===== src/rtl/pool_pkg.sv =====
// Shared definitions for the streaming 1-D pooling stage: mode encodings and
// elaboration-time sizing helpers.
package pool_pkg;

   localparam int MODE_MAX = 0;
   localparam int MODE_AVG = 1;

   // Ceiling log2; clog2(1) == 0 so a unit kernel needs no averaging shift.
   function automatic int clog2(input int value);
      int res;
      int rem;
      res = 0;
      rem = value - 1;
      while (rem > 0) begin
         res++;
         rem = rem >> 1;
      end
      return res;
   endfunction

   function automatic int n_out(input int seq_len, input int kernel, input int stride);
      return (seq_len - kernel) / stride + 1;
   endfunction

   // Bits needed to hold 0..max_val, never less than one.
   function automatic int width_of(input int max_val);
      return (clog2(max_val + 1) > 0) ? clog2(max_val + 1) : 1;
   endfunction

endpackage


===== src/rtl/pool_reduce.sv =====
// Combinational per-channel reduction over KERNEL values: max, or floor
// average for power-of-two kernels.
module pool_reduce
   import pool_pkg::*;
#(
   parameter int KERNEL     = 2,
   parameter int ACTIV_BITS = 16,
   parameter int MODE       = MODE_MAX,
   parameter int SIGNED     = 1
) (
   input  logic [KERNEL*ACTIV_BITS-1:0] vals,
   output logic [ACTIV_BITS-1:0]        result
);

   localparam int LOG2K = clog2(KERNEL);
   localparam int SUM_W = ACTIV_BITS + LOG2K;

   function automatic logic [SUM_W-1:0] extend(input logic [ACTIV_BITS-1:0] v);
      logic [SUM_W-1:0] e;
      e = {SUM_W{(SIGNED != 0) && v[ACTIV_BITS-1]}};
      e[ACTIV_BITS-1:0] = v;
      return e;
   endfunction

   function automatic logic greater(input logic [ACTIV_BITS-1:0] a, input logic [ACTIV_BITS-1:0] b);
      if (SIGNED != 0) return $signed(a) > $signed(b);
      return a > b;
   endfunction

   generate
      if (MODE == MODE_AVG) begin : g_avg
         logic [SUM_W-1:0] sum;

         always_comb begin
            sum = '0;
            for (int i = 0; i < KERNEL; i++) sum = sum + extend(vals[i*ACTIV_BITS +: ACTIV_BITS]);
         end

         // Dropping the low LOG2K bits of the sign-extended sum is the
         // arithmetic right shift, i.e. rounding toward minus infinity.
         assign result = sum[SUM_W-1:LOG2K];

         if (LOG2K > 0) begin : g_lsb
            logic unused_lsb;
            assign unused_lsb = ^sum[LOG2K-1:0];
         end
      end else begin : g_max
         logic [ACTIV_BITS-1:0] best;

         always_comb begin
            best = vals[ACTIV_BITS-1:0];
            for (int i = 1; i < KERNEL; i++) begin
               if (greater(vals[i*ACTIV_BITS +: ACTIV_BITS], best)) best = vals[i*ACTIV_BITS +: ACTIV_BITS];
            end
         end

         assign result = best;
      end
   endgenerate

endmodule


===== src/rtl/pool1d_stream.sv =====
// Streaming 1-D pooling along the time axis: sliding window of past frames,
// frame/phase/emission counters and a single-entry valid/ready output register.
module pool1d_stream
   import pool_pkg::*;
#(
   parameter int CHANNELS   = 8,
   parameter int ACTIV_BITS = 16,
   parameter int KERNEL     = 2,
   parameter int STRIDE     = 2,
   parameter int SEQ_LEN    = 40,
   parameter int MODE       = MODE_MAX,
   parameter int SIGNED     = 1
) (
   input  logic                           clk,
   input  logic                           rst_n,
   input  logic                           clear,
   input  logic [CHANNELS*ACTIV_BITS-1:0] in_data,
   input  logic                           in_valid,
   output logic                           in_ready,
   output logic [CHANNELS*ACTIV_BITS-1:0] out_data,
   output logic                           out_valid,
   input  logic                           out_ready,
   output logic                           out_last
);

   localparam int FRAME_W = CHANNELS * ACTIV_BITS;
   localparam int N_OUT   = n_out(SEQ_LEN, KERNEL, STRIDE);
   localparam int CNT_W   = width_of(SEQ_LEN - 1);
   localparam int PH_W    = width_of(STRIDE - 1);
   localparam int IDX_W   = width_of(N_OUT - 1);

   logic [CNT_W-1:0]   frame_cnt;
   logic [PH_W-1:0]    phase;
   logic [IDX_W-1:0]   out_idx;
   logic               accept;
   logic               window_full;
   logic               emit;
   logic               last_frame;
   logic               is_last;
   logic [FRAME_W-1:0] frames [KERNEL];
   logic [FRAME_W-1:0] pooled;

   assign in_ready    = !out_valid || out_ready;
   assign accept      = in_valid && in_ready && !clear;
   assign window_full = frame_cnt >= CNT_W'(KERNEL - 1);
   assign emit        = window_full && (phase == '0);
   assign last_frame  = frame_cnt == CNT_W'(SEQ_LEN - 1);
   assign is_last     = out_idx == IDX_W'(N_OUT - 1);

   // Window history is never cleared on wrap or clear: emission waits for
   // KERNEL-1 fresh frames, by which point every stale entry has shifted out.
   generate
      if (KERNEL > 1) begin : g_win
         logic [FRAME_W-1:0] hist [KERNEL-1];

         always_ff @(posedge clk or negedge rst_n) begin
            if (!rst_n) begin
               for (int j = 0; j < KERNEL - 1; j++) hist[j] <= '0;
            end else if (accept) begin
               for (int j = KERNEL - 2; j > 0; j--) hist[j] <= hist[j-1];
               hist[0] <= in_data;
            end
         end

         always_comb begin
            frames[0] = in_data;
            for (int j = 1; j < KERNEL; j++) frames[j] = hist[j-1];
         end
      end else begin : g_nowin
         always_comb frames[0] = in_data;
      end
   endgenerate

   generate
      for (genvar c = 0; c < CHANNELS; c++) begin : g_ch
         logic [KERNEL*ACTIV_BITS-1:0] vals;

         always_comb begin
            vals = '0;
            for (int j = 0; j < KERNEL; j++) vals[j*ACTIV_BITS +: ACTIV_BITS] = frames[j][c*ACTIV_BITS +: ACTIV_BITS];
         end

         pool_reduce #(
            .KERNEL     (KERNEL),
            .ACTIV_BITS (ACTIV_BITS),
            .MODE       (MODE),
            .SIGNED     (SIGNED)
         ) u_reduce (
            .vals   (vals),
            .result (pooled[c*ACTIV_BITS +: ACTIV_BITS])
         );
      end
   endgenerate

   // phase is a down-counter: zero marks an emitting frame, then it reloads
   // to STRIDE-1 so the next emission lands exactly STRIDE frames later.
   always_ff @(posedge clk or negedge rst_n) begin
      if (!rst_n) begin
         frame_cnt <= '0;
         phase     <= '0;
         out_idx   <= '0;
      end else if (clear) begin
         frame_cnt <= '0;
         phase     <= '0;
         out_idx   <= '0;
      end else if (accept) begin
         if (last_frame) begin
            frame_cnt <= '0;
            phase     <= '0;
            out_idx   <= '0;
         end else begin
            frame_cnt <= frame_cnt + 1'b1;
            if (window_full) phase <= (phase == '0) ? PH_W'(STRIDE - 1) : phase - 1'b1;
            if (emit && !is_last) out_idx <= out_idx + 1'b1;
         end
      end
   end

   always_ff @(posedge clk or negedge rst_n) begin
      if (!rst_n) begin
         out_valid <= 1'b0;
         out_last  <= 1'b0;
         out_data  <= '0;
      end else if (clear) begin
         out_valid <= 1'b0;
         out_last  <= 1'b0;
      end else if (accept && emit) begin
         out_valid <= 1'b1;
         out_last  <= is_last;
         out_data  <= pooled;
      end else if (out_ready) begin
         out_valid <= 1'b0;
         out_last  <= 1'b0;
      end
   end

endmodule

===== config.mk =====
export PLATFORM = sky130hd
export DESIGN_NAME = pool1d_stream
export DESIGN_NICKNAME = d
export VERILOG_FILES = /design/src/rtl/pool_pkg.sv /design/src/rtl/pool_reduce.sv /design/src/rtl/pool1d_stream.sv
export SDC_FILE = /design/constraint.sdc
export NUM_CORES = 1
export LEC_CHECK = 0
export CORE_MARGIN = 10
export CORE_UTILIZATION = 50
export CTS_CLUSTER_SIZE = 25
export DETAILED_ROUTE_END_ITERATION = 16
export DONT_BUFFER_PORTS = 1
export GPL_ROUTABILITY_DRIVEN = 0
export PLACE_DENSITY = 0.61
export SLEW_MARGIN = 30
export SYNTH_ARGS = -nofsm -noshare
export SYNTH_HDL_FRONTEND = slang
export SYNTH_SLANG_ARGS = --single-unit

===== constraint.sdc =====
create_clock -name clk -period 3.45 [get_ports clk]
set_input_delay 0.69 -clock clk [delete_from_list [all_inputs] [get_ports clk]]
set_output_delay 0.69 -clock clk [all_outputs]
set_load 0.01 [all_outputs]

==> results of run 1 <==
==> stage by stage <==
stage	hold slack [ns]	total power (uW)	util	worst slack (ns)	std cells
2_1_floorplan	0.394	7330	-	0.716	1615
3_3_place_gp	0.403	8080	0.517	0.285	1926
3_5_place_dp	0.404	8170	0.517	0.301	1926
4_1_cts	-0.175	11200	0.549	0.623	1975
5_1_grt	-0.187	11900	0.549	0.355	1975
6_report	-0.160	11100	0.549	0.632	1975
==> area by class of cell <==
cell class / instances / area (sq um)
tap: 384 / 480
clock inverter: 1 / 5.00
inverter: 138 / 518
clock buffer: 48 / 910
timing repair buffer: 13 / 148
sequential: 270 / 6760
multi-input combinational: 1121 / 7030
fill: 2642 / 13000
==> registers in the layout, summed over array words and instances, names as in the netlist <==
register	flops
frame_cnt	6
g_win.hist	128
out_data	128
out_idx	5
out_last	1
out_valid	1
phase	1
==> cell usage in the layout, fill, tap and decap left out, types with 7 or more instances in the layout <==
| cell | n |
|---|---|
| a21o_1 | 13 |
| a21oi_1 | 107 |
| a31oi_1 | 82 |
| buf_4 | 9 |
| clkbuf_1 | 10 |
| clkbuf_16 | 31 |
| clkbuf_8 | 7 |
| dfrtp_1 | 270 |
| ha_1 | 132 |
| inv_1 | 138 |
| mux2_2 | 9 |
| mux2i_1 | 48 |
| nand2_1 | 164 |
| nand2b_1 | 7 |
| nand3_1 | 95 |
| nand4_1 | 22 |
| nor2_1 | 149 |
| o21ai_0 | 202 |
| o21ai_2 | 20 |
==> cell families (layout without fill, tap and decap cells) <==
group,after synthesis,after routing,synth area share
multiplexers,57,57,0.0396
adder cells (fa/ha/maj),132,132,0.112
flip-flops,270,270,0.459
AND/OR/NAND/NOR,474,474,0.144
buffers and inverters,224,200,0.0639
XOR/XNOR,4,4,0.00238
AO/OA/AOI/OAI,454,454,0.178
==> metal layers <==
metal  routed length [microns]  track usage  up-vias
met5                         0            0        -
met4                       635       0.0433        0
met3                      4050       0.0780       48
met2                     15700        0.300      272
met1                     15700        0.249     5160
li1                          -            -     5546
==> worst register-to-register path, cell delays in order, from the launching register on <==
cell and delay, ns:
dfrtp_1 0.40, ha_1 0.40, nand4_1 0.16, or4_4 0.60, o32ai_4 0.81, o21ai_0 0.16, a31oi_1 0.21
==> cells in the mapped netlist (all sizes together), types with 9 or more instances <==
cell type and instances:
o21ai 225, ha 132, clkbuf 60, buf 26, inv 138, nand2 164, dfrtp 270, a21o 13
a21oi 109, mux2i 48, a31oi 82, nor2 152, nand3 95, mux2 9, nand4 22
==> worst paths after layout <==
check	startpoint	to	slack [ns]	depth (start not counted)
worst max register to register	g_win.hist[15]$_DFFE_PN0P_	out_data[1]$_DFFE_PN0P_	0.63	6
min in group clk	clear	frame_cnt[1]$_DFFE_PN0P_	0.20	1
max in group asynchronous	rst_n	g_win.hist[114]$_DFFE_PN0P_	3.04	0
worst min-delay path	rst_n	out_data[105]$_DFFE_PN0P_	-0.16	0
worst max-delay path	g_win.hist[15]$_DFFE_PN0P_	out_data[1]$_DFFE_PN0P_	0.63	6
worst min register to register	g_win.hist[99]$_DFFE_PN0P_	g_win.hist[99]$_DFFE_PN0P_	0.51	2
==> where the power goes <==
part           total, uW  switching (uW)  internal [uW]
sequential          5480            1290           4190
clock               3000            1230           1770
combinational       2580            1470           1120
==> metrics.txt, run 1 <==
outcome=finished with violations; failing checks=negative hold slack; Final Cycle Share=0.817; CTS resizes=0; GRT Total Usage=0.194; CP max stage delay=slightly above 0.8 ns; min cycle time layout=between 2 and 3 ns; Core Footprint=28900 sq um; max-cap violations=0; worst IR drop on VDD=around 0.54 mV; ranking of synthesized cells by area=dfrtp_1 (46%), ha_1 (11%), o21ai_0 (6.9%); RSZ-0062 raised after global routing=no; Max FO, Critical Path=16; vias in the first global route=approximately 11000; ys async rst share=1.00; largest net degree at the start of global routing=271; Fmax=0.355 GHz; final setup fails=0; setup bufs post-CTS=0; Largest delay share family, worst path=compound AO/OA/AOI/OAI gates; vias=approximately 11000; Max Buffers Root-to-Sink=3; Detailed Routing Iterations Pass 1=5; CTS tree=yes; Tightest Hold Check Type=input port to async pin; Post-synth EDFFs=0; I/O pin count=264; first-pass GRT wire length=between 50000 and 60000 microns; initial antenna violation count=0; Worst-Skew Late Latency=0.55 ns; CTS clock-pin slew for the worst setup and hold paths=0.06 ns; Synth area leader=dfrtp_1; PD cells=698 nW/um^2; Horiz. Die Dim=192 microns; Synthesis Warnings=0; critical path cell sequence=ha_1 > nand4_1 > or4_4 > o32ai_4 > o21ai_0 > a31oi_1; CP endpoint kind=flop; DRT iter0 DRCs=563; sequential area share after synthesis=0.459; grt ovf=0; Buf/Inv on CP=0; synth-to-layout area growth=7.75%; Port Buf Inserts=0; Final Skew=just under 0.008 ns; Post-DRT Antenna Nets=0; Sink Count=270; Mapped Area=14700 sq um; die height=192 microns; Design Area, Final=15800 sq um; clock root cell=clkbuf_16; hold slack final=-0.160 ns; htree depth=1; Crit path required time=3.91 ns; critical path arrival=approximately 3.3 ns; WS Path Type=flop to flop; Initial Util=0.510; layout cells sized above 1=0.0629; post-synth net total=between 1500 and 2000; Final Hold Viols=270; Final nets=1839; Inserted Clock Buffers=30; Syn Area/Cell=9.11 sq um; DR WL/cell=about 18 microns; Slowest-stage cell, CP=o32ai_4; Inserted Diodes=0; die area=36700 sq um; DRT Wirelength=36100 microns; Placed Area=about 15000 sq um; CP Launch Type=flop; top_reg_cell synth=dfrtp_1; Syn Inst Count=around 1600; Yosys top cell area share=0.459; post-synth cell types=55; setup tns final=0 ns; drt drc=0; worst slew pin tran=0.906 ns; dpl hpwl=25700 microns; Pleak=roughly 0.0074 uW; register bit total from synthesis=270; Via density=around 5.6; row count=slightly above 60; Slew headroom=0.396; max-slew violation count=0
Power figures use the tool's default switching activity.
==> run 2: changes to the inputs <==
==> constraint.sdc (replaced) <==
create_clock -name clk -period 2.6 [get_ports clk]
set_input_delay 0.52 -clock clk [delete_from_list [all_inputs] [get_ports clk]]
set_output_delay 0.52 -clock clk [all_outputs]
set_load 0.01 [all_outputs]
==> run 2 against run 1 <==
Against the previous run:
- non-clock buffer count up 38
- the run still ends with negative hold slack left
- routed wire length up 1.7%
- clock-buffer cell count fell by 6
- critical endpoint is now out_data[103]$_DFFE_PN0P_
- sequential power up 33%
- first-iteration DRC count is 2.8% lower
- critical path type unchanged
==> metrics.txt, run 2 (same netlist as run 1, synthesis figures left out) <==
critical path cell sequence=ha_1 > a21oi_1 > o21ai_0 > a221oi_1 > nand4b_1 > o211ai_2 > buf_4 > mux2i_1 > a21oi_1; Detailed Routing Iterations Pass 1=5 (unchanged); cts hold-fix bufs=1; Comb pwr share=0.242 (+0.009); drt drc=0 (unchanged); GRT Total Usage=0.196 (+0.00292); most frequent CP cell=a21oi_1; Final Hold Viols=270 (unchanged); WS Path Type=flop to flop; vias=11100 (+0.68%); row count=62 (unchanged); first-pass GRT wire length=59100 microns (+0.97%); most common cell after layout, fill and taps aside=dfrtp_1; worst slew pin tran=0.652 ns (-0.254 ns); Inserted Diodes=0 (unchanged); Initial Util=0.510 (unchanged); Final Cycle Share=0.942 (+0.125); power share of the clock group=0.279 (+0.008); RSZ-0062 raised after global routing=no; Fmax=0.408 GHz (+15%); PD cells=929 nW/um^2 (+33%); Max FO, Critical Path=7 (-9); Placed Area=15300 sq um (+2.7%); RR Endpoint=out_data[103]$_DFFE_PN0P_; CTS tree=yes; Buf/Inv on CP=1 (+1); outcome=finished with violations; initial antenna violation count=0 (unchanged); Tightest Hold Check Type=input port to async pin; Worst-Skew Late Latency=0.56 ns (about the same); CP max stage delay=0.43 ns (-0.38 ns); die height=192 microns (unchanged); dpl hpwl=26800 microns (+4.3%); die area=36700 sq um (unchanged); synth-to-layout area growth=11.1%; layout cells sized above 1=0.0905 (+0.0276); critical path arrival=2.87 ns (-0.41 ns); Post-DRT Antenna Nets=0 (unchanged); max-slew violation count=0 (unchanged); Final Skew=0.0103 ns (+0.00243 ns); Max Buffers Root-to-Sink=3 (unchanged); CTS clock-pin slew for the worst setup and hold paths=0.06 ns (about the same); failing checks=negative hold slack; Inserted Clock Buffers=30 (unchanged); Core Footprint=28900 sq um (unchanged); largest net degree at the start of global routing=271 (unchanged); Top Registers=g_win.hist x128, out_data x128, frame_cnt x6; min cycle time layout=2.45 ns (-0.370 ns); I/O pin count=264 (unchanged); DRT iter0 DRCs=547 (-2.8%); Worst R2R Start=g_win.hist[107]$_DFFE_PN0P_; DR WL/cell=18.2 microns (-0.61%); setup tns final=0 ns (unchanged); Slowest-stage cell, CP=a221oi_1; grt ovf=0 (unchanged); internal power=9730 uW (+37%); Design Area, Final=16300 sq um (+3.1%); Sink Count=270 (unchanged); total power=15200 uW (+37%); R2R cell count=9 (+3); CP endpoint kind=flop; Pleak=0.00771 uW (+3.6%); hold slack final=-0.337 ns (-0.177 ns); DRT Wirelength=36700 microns (+1.7%); NetSw=5460 uW (+37%); max-cap violations=0 (unchanged); Final nets=1877 (+2.1%); Seq pwr share=0.479 (-0.016); final setup fails=0 (unchanged); Horiz. Die Dim=192 microns (unchanged); setup bufs post-CTS=0 (unchanged); commonest cells after routing, fill and taps aside=dfrtp_1 (270), o21ai_0 (202), nand2_1 (164); htree depth=1 (unchanged); clock root cell=clkbuf_16; Sw Share=0.359 (-0.00111); Slew headroom=0.565 (+0.169); worst IR drop on VDD=0.542 mV (+0.29%); R2R Setup Slk=0.15 ns (-0.48 ns); Port Buf Inserts=0 (unchanged); Crit path required time=3.03 ns (-0.88 ns); vias in the first global route=11000 (+0.77%); CP Launch Type=flop; Largest delay share family, worst path=compound AO/OA/AOI/OAI gates; Via density=5.50 (-1.6%)
-- run 2: cell count changes in the layout (fill, tap and decap cells not counted), moves of 3 or more --
cell	previous run	this run
buf_4	9	35
buf_12	4	15
clkinv_2	1	9
clkbuf_1	10	7
clkbuf_8	7	4
-- run 2: power groups by stage --
stage	Combinational [uW]	Clock, uW	Sequential (uW)
after floorplan	2910	0	6820
after detailed placement	3700	0	7380
after CTS	3710	4360	7330
final	3670	4240	7280
after global placement	3580	0	7360
after global routing	4250	4510	7500
-- run 2: worst max-delay path by stage --
stage / from / cells after the start / endpoint
3_5_place_dp: in_data[127] / 8 / out_data[112]$_DFFE_PN0P_
4_1_cts: g_win.hist[127]$_DFFE_PN0P_ / 7 / out_data[112]$_DFFE_PN0P_
3_3_place_gp: in_data[127] / 8 / out_data[127]$_DFFE_PN0P_
6_report: g_win.hist[107]$_DFFE_PN0P_ / 9 / out_data[103]$_DFFE_PN0P_
2_1_floorplan: in_data[15] / 11 / out_data[6]$_DFFE_PN0P_
5_1_grt: g_win.hist[107]$_DFFE_PN0P_ / 9 / out_data[106]$_DFFE_PN0P_
-- run 2: cell type report --
class	count	area [sq um]
Multi-Input combinational cell	1121	7020
Tap cell	384	480
Sequential cell	270	6760
Timing Repair Buffer	51	573
Clock inverter	14	129
Inverter	138	518
Fill cell	2600	12500
Clock buffer	42	857
-- run 2: what timing repair did --
item	in CTS	in global routing
setup endpoints to repair	0	5
hold endpoints to repair	272	270
resized for setup	0	1
-- run 2: per-layer routing --
layer | GRT usage | share of wire | vias to the layer above
li1 | - | - | 5630
met1 | 0.250 | 0.43 | 5183
met2 | 0.303 | 0.44 | 252
met3 | 0.0880 | 0.11 | 36
met4 | 0.0400 | 0.016 | 0
met5 | 0 | 0 | -
-- run 2: through the flow --
step | cells | hold WS (ns) | util | setup WS, ns
global route | 2020 | -0.367 | 0.566 | 0.00154
floorplan | 1615 | 0.224 | - | 0.0362
global placement | 1963 | 0.233 | 0.532 | 0.0333
CTS | 2020 | -0.359 | 0.566 | 0.144
detailed placement | 1963 | 0.236 | 0.532 | 0.0116
finish | 2020 | -0.337 | 0.566 | 0.152
-- run 2: worst reg2reg max path, stage by stage, from the launching register on --
cell and delay (ns):
dfrtp_1 0.39, ha_1 0.31, a21oi_1 0.17, o21ai_0 0.12, a221oi_1 0.43, nand4b_1 0.18
o211ai_2 0.11, buf_4 0.21, mux2i_1 0.30, a21oi_1 0.11
==> run 3: changes to the inputs <==
--- a/config.mk
+++ b/config.mk
@@ -5,13 +5,16 @@
 export SDC_FILE = /design/constraint.sdc
 export NUM_CORES = 1
 export LEC_CHECK = 0
+export CELL_PAD_IN_SITES_DETAIL_PLACEMENT = 1
+export CELL_PAD_IN_SITES_GLOBAL_PLACEMENT = 1
+export CORE_ASPECT_RATIO = 0.8
 export CORE_MARGIN = 10
-export CORE_UTILIZATION = 50
+export CORE_UTILIZATION = 49
 export CTS_CLUSTER_SIZE = 25
 export DETAILED_ROUTE_END_ITERATION = 16
 export DONT_BUFFER_PORTS = 1
 export GPL_ROUTABILITY_DRIVEN = 0
-export PLACE_DENSITY = 0.61
+export PLACE_DENSITY = 0.77
 export SLEW_MARGIN = 30
 export SYNTH_ARGS = -nofsm -noshare
 export SYNTH_HDL_FRONTEND = slang
==> run 3 against run 2 <==
Against the previous run:
- the run still ends with negative hold slack left
- via count is 5.9% higher
- maximum frequency is 1.2% lower
- sequential share of layout area is 0.089 points higher
- cell count is 0.35% lower
- worst hold slack worse by 0.017 ns
- first-iteration DRC count is 31% higher
- largest cell class unchanged
- design area is 0.21% lower
- highest routed layer unchanged
- die area is 1.9% higher
==> metrics.txt, run 3 (same netlist as run 1, synthesis figures left out) <==
Detailed Routing Iterations Pass 1=4 (-1); Tightest Hold Check Type=input port to async pin; Sink Count=270 (unchanged); Final Skew=0.00828 ns (-0.00204 ns); initial antenna violation count=0 (unchanged); first-pass GRT wire length=68400 microns (+16%); setup bufs post-CTS=0 (unchanged); CTS tree=yes; max-slew violation count=0 (unchanged); vias=11800 (+5.9%); register area=6760 sq um (unchanged); CP endpoint kind=flop; worst slew pin tran=0.949 ns (+0.297 ns); grt ovf=0 (unchanged); htree depth=1 (unchanged); Finished Layout Cells=2013 (-0.35%); synth-to-layout area growth=10.8%; worst slack, placed=-0.0816 ns (-0.0932 ns); min cycle time layout=2.48 ns (+0.0298 ns); Slowest-stage cell, CP=mux2_2; Inserted Clock Buffers=30 (unchanged); Via density=5.84 (+6.2%); CP max stage delay=0.44 ns (about the same); Pleak=0.00770 uW (-0.17%); Final nets=1883 (+0.32%); most common cell after layout, fill and taps aside=dfrtp_1; clock root cell=clkbuf_16; layout cells sized above 1=0.0923 (+0.00183); RSZ-0062 raised after global routing=no; DRT Wirelength=42300 microns (+15%); CP Launch Type=flop; WS Path Type=flop to flop; total power=15300 uW (+0.93%); GRT Total Usage=0.225 (+0.0286); wl on met1=17700 microns (+11%); Port Buf Inserts=0 (unchanged); Core Footprint=29400 sq um (+2.0%); Worst-Skew Late Latency=0.56 ns (about the same); Slew headroom=0.367 (-0.198); die height=175 microns (-8.6%); Initial Util=0.500 (-0.00988); Max Buffers Root-to-Sink=3 (unchanged); setup tns final=0 ns (unchanged); row count=56 (-9.7%); largest net degree at the start of global routing=271 (unchanged); final setup fails=0 (unchanged); dpl hpwl=31100 microns (+16%); DR WL/cell=21.0 microns (+16%); Inserted Diodes=0 (unchanged); failing checks=negative hold slack; hold slack final=-0.354 ns (-0.0168 ns); Buf/Inv on CP=1 (unchanged); PD cells=940 nW/um^2 (+1.1%); I/O pin count=264 (unchanged); drt drc=0 (unchanged); met3 WL=3630 microns (-11%); Post-DRT Antenna Nets=0 (unchanged); worst IR drop on VDD=0.579 mV (+6.8%); multi-input combinational cell area=7040 sq um (+0.30%); critical path cell sequence=ha_1 > a21oi_1 > o21a_1 > o311ai_0 > a211oi_1 > mux2_2 > buf_12 > mux2i_1 > a21oi_1; CTS clock-pin slew for the worst setup and hold paths=0.06 ns (about the same); worst setup margin=0.122 ns (-0.0298 ns); cts hold-fix bufs=1 (unchanged); Top Registers=g_win.hist x128, out_data x128, frame_cnt x6; DRT iter0 DRCs=718 (+31%); Fill cells=3394 (+31%); Max FO, Critical Path=10 (+3); vias in the first global route=12400 (+12%); Largest delay share family, worst path=compound AO/OA/AOI/OAI gates; max-cap violations=0 (unchanged); die area=37400 sq um (+1.9%); met2 WL=20100 microns (+24%); critical path arrival=2.91 ns (+0.04 ns); commonest cells after routing, fill and taps aside=dfrtp_1 (270), o21ai_0 (201), nand2_1 (164); Crit path required time=3.03 ns (about the same); placed cell count=1962 (-0.051%); Horiz. Die Dim=214 microns (+12%); most frequent CP cell=a21oi_1; DR top layer=met4; Final Hold Viols=270 (unchanged); outcome=finished with violations; Final Cycle Share=0.953 (+0.0115); Fmax=0.404 GHz (-1.2%)
-- run 3: cell count changes in the layout (fill, tap and decap cells not counted), sizes merged --
cell	delta
buf	+6
clkbuf	-4
clkinv	-1
inv	-1
-- run 3: final cells by class --
class                           instances  share of cell area
Clock buffer                           38              0.0498
Clock inverter                         12             0.00729
Inverter                              138              0.0318
Multi-Input combinational cell       1121               0.432
Sequential cell                       270               0.414
Tap cell                              377              0.0289
Timing Repair Buffer                   57              0.0356
-- run 3: worst reg2reg max path, cell delays in order, from the launching register on --
cell and delay (ns):
dfrtp_1 0.40, ha_1 0.31, a21oi_1 0.18, o21a_1 0.13, o311ai_0 0.12, a211oi_1 0.31, mux2_2 0.44, buf_12 0.17
mux2i_1 0.19, a21oi_1 0.11
-- run 3: path summary, 6_finish.rpt --
check	startpoint	end	slack [ns]	cells past startpoint
setup / recovery	g_win.hist[53]$_DFFE_PN0P_	out_data[61]$_DFFE_PN0P_	0.12	9
hold / removal	rst_n	frame_cnt[2]$_DFFE_PN0P_	-0.35	0
setup reg to reg	g_win.hist[53]$_DFFE_PN0P_	out_data[61]$_DFFE_PN0P_	0.12	9
hold reg to reg	g_win.hist[35]$_DFFE_PN0P_	g_win.hist[35]$_DFFE_PN0P_	0.52	2
max in group asynchronous	rst_n	g_win.hist[52]$_DFFE_PN0P_	2.16	0
min in group clk	clear	out_valid$_DFFE_PN0P_	0.06	1
-- run 3: power by group --
part / internal [uW] / total (uW) / switching (uW)
Combinational: 1710 / 3840 / 2130
Clock: 2380 / 4150 / 1770
Sequential: 5550 / 7330 / 1780
Total: 9650 / 15300 / 5680
-- run 3: what timing repair did --
action,in CTS,in global routing
setup endpoints to repair,0,23
hold endpoints to repair,272,270
gates resized for setup,0,4
-- run 3: metrics by stage --
step	cell area, sq um	utilization
final	16300	0.554
after CTS	16300	0.553
after floorplan	14700	-
after detailed placement	15300	0.521
after global placement	15300	0.521
after global routing	16300	0.554
-- run 3: routing by layer --
layer  track usage  vias up
met2         0.367      221
li1              -     5632
met1         0.281     5847
met4        0.0519        0
met3        0.0783       53
met5             0        -
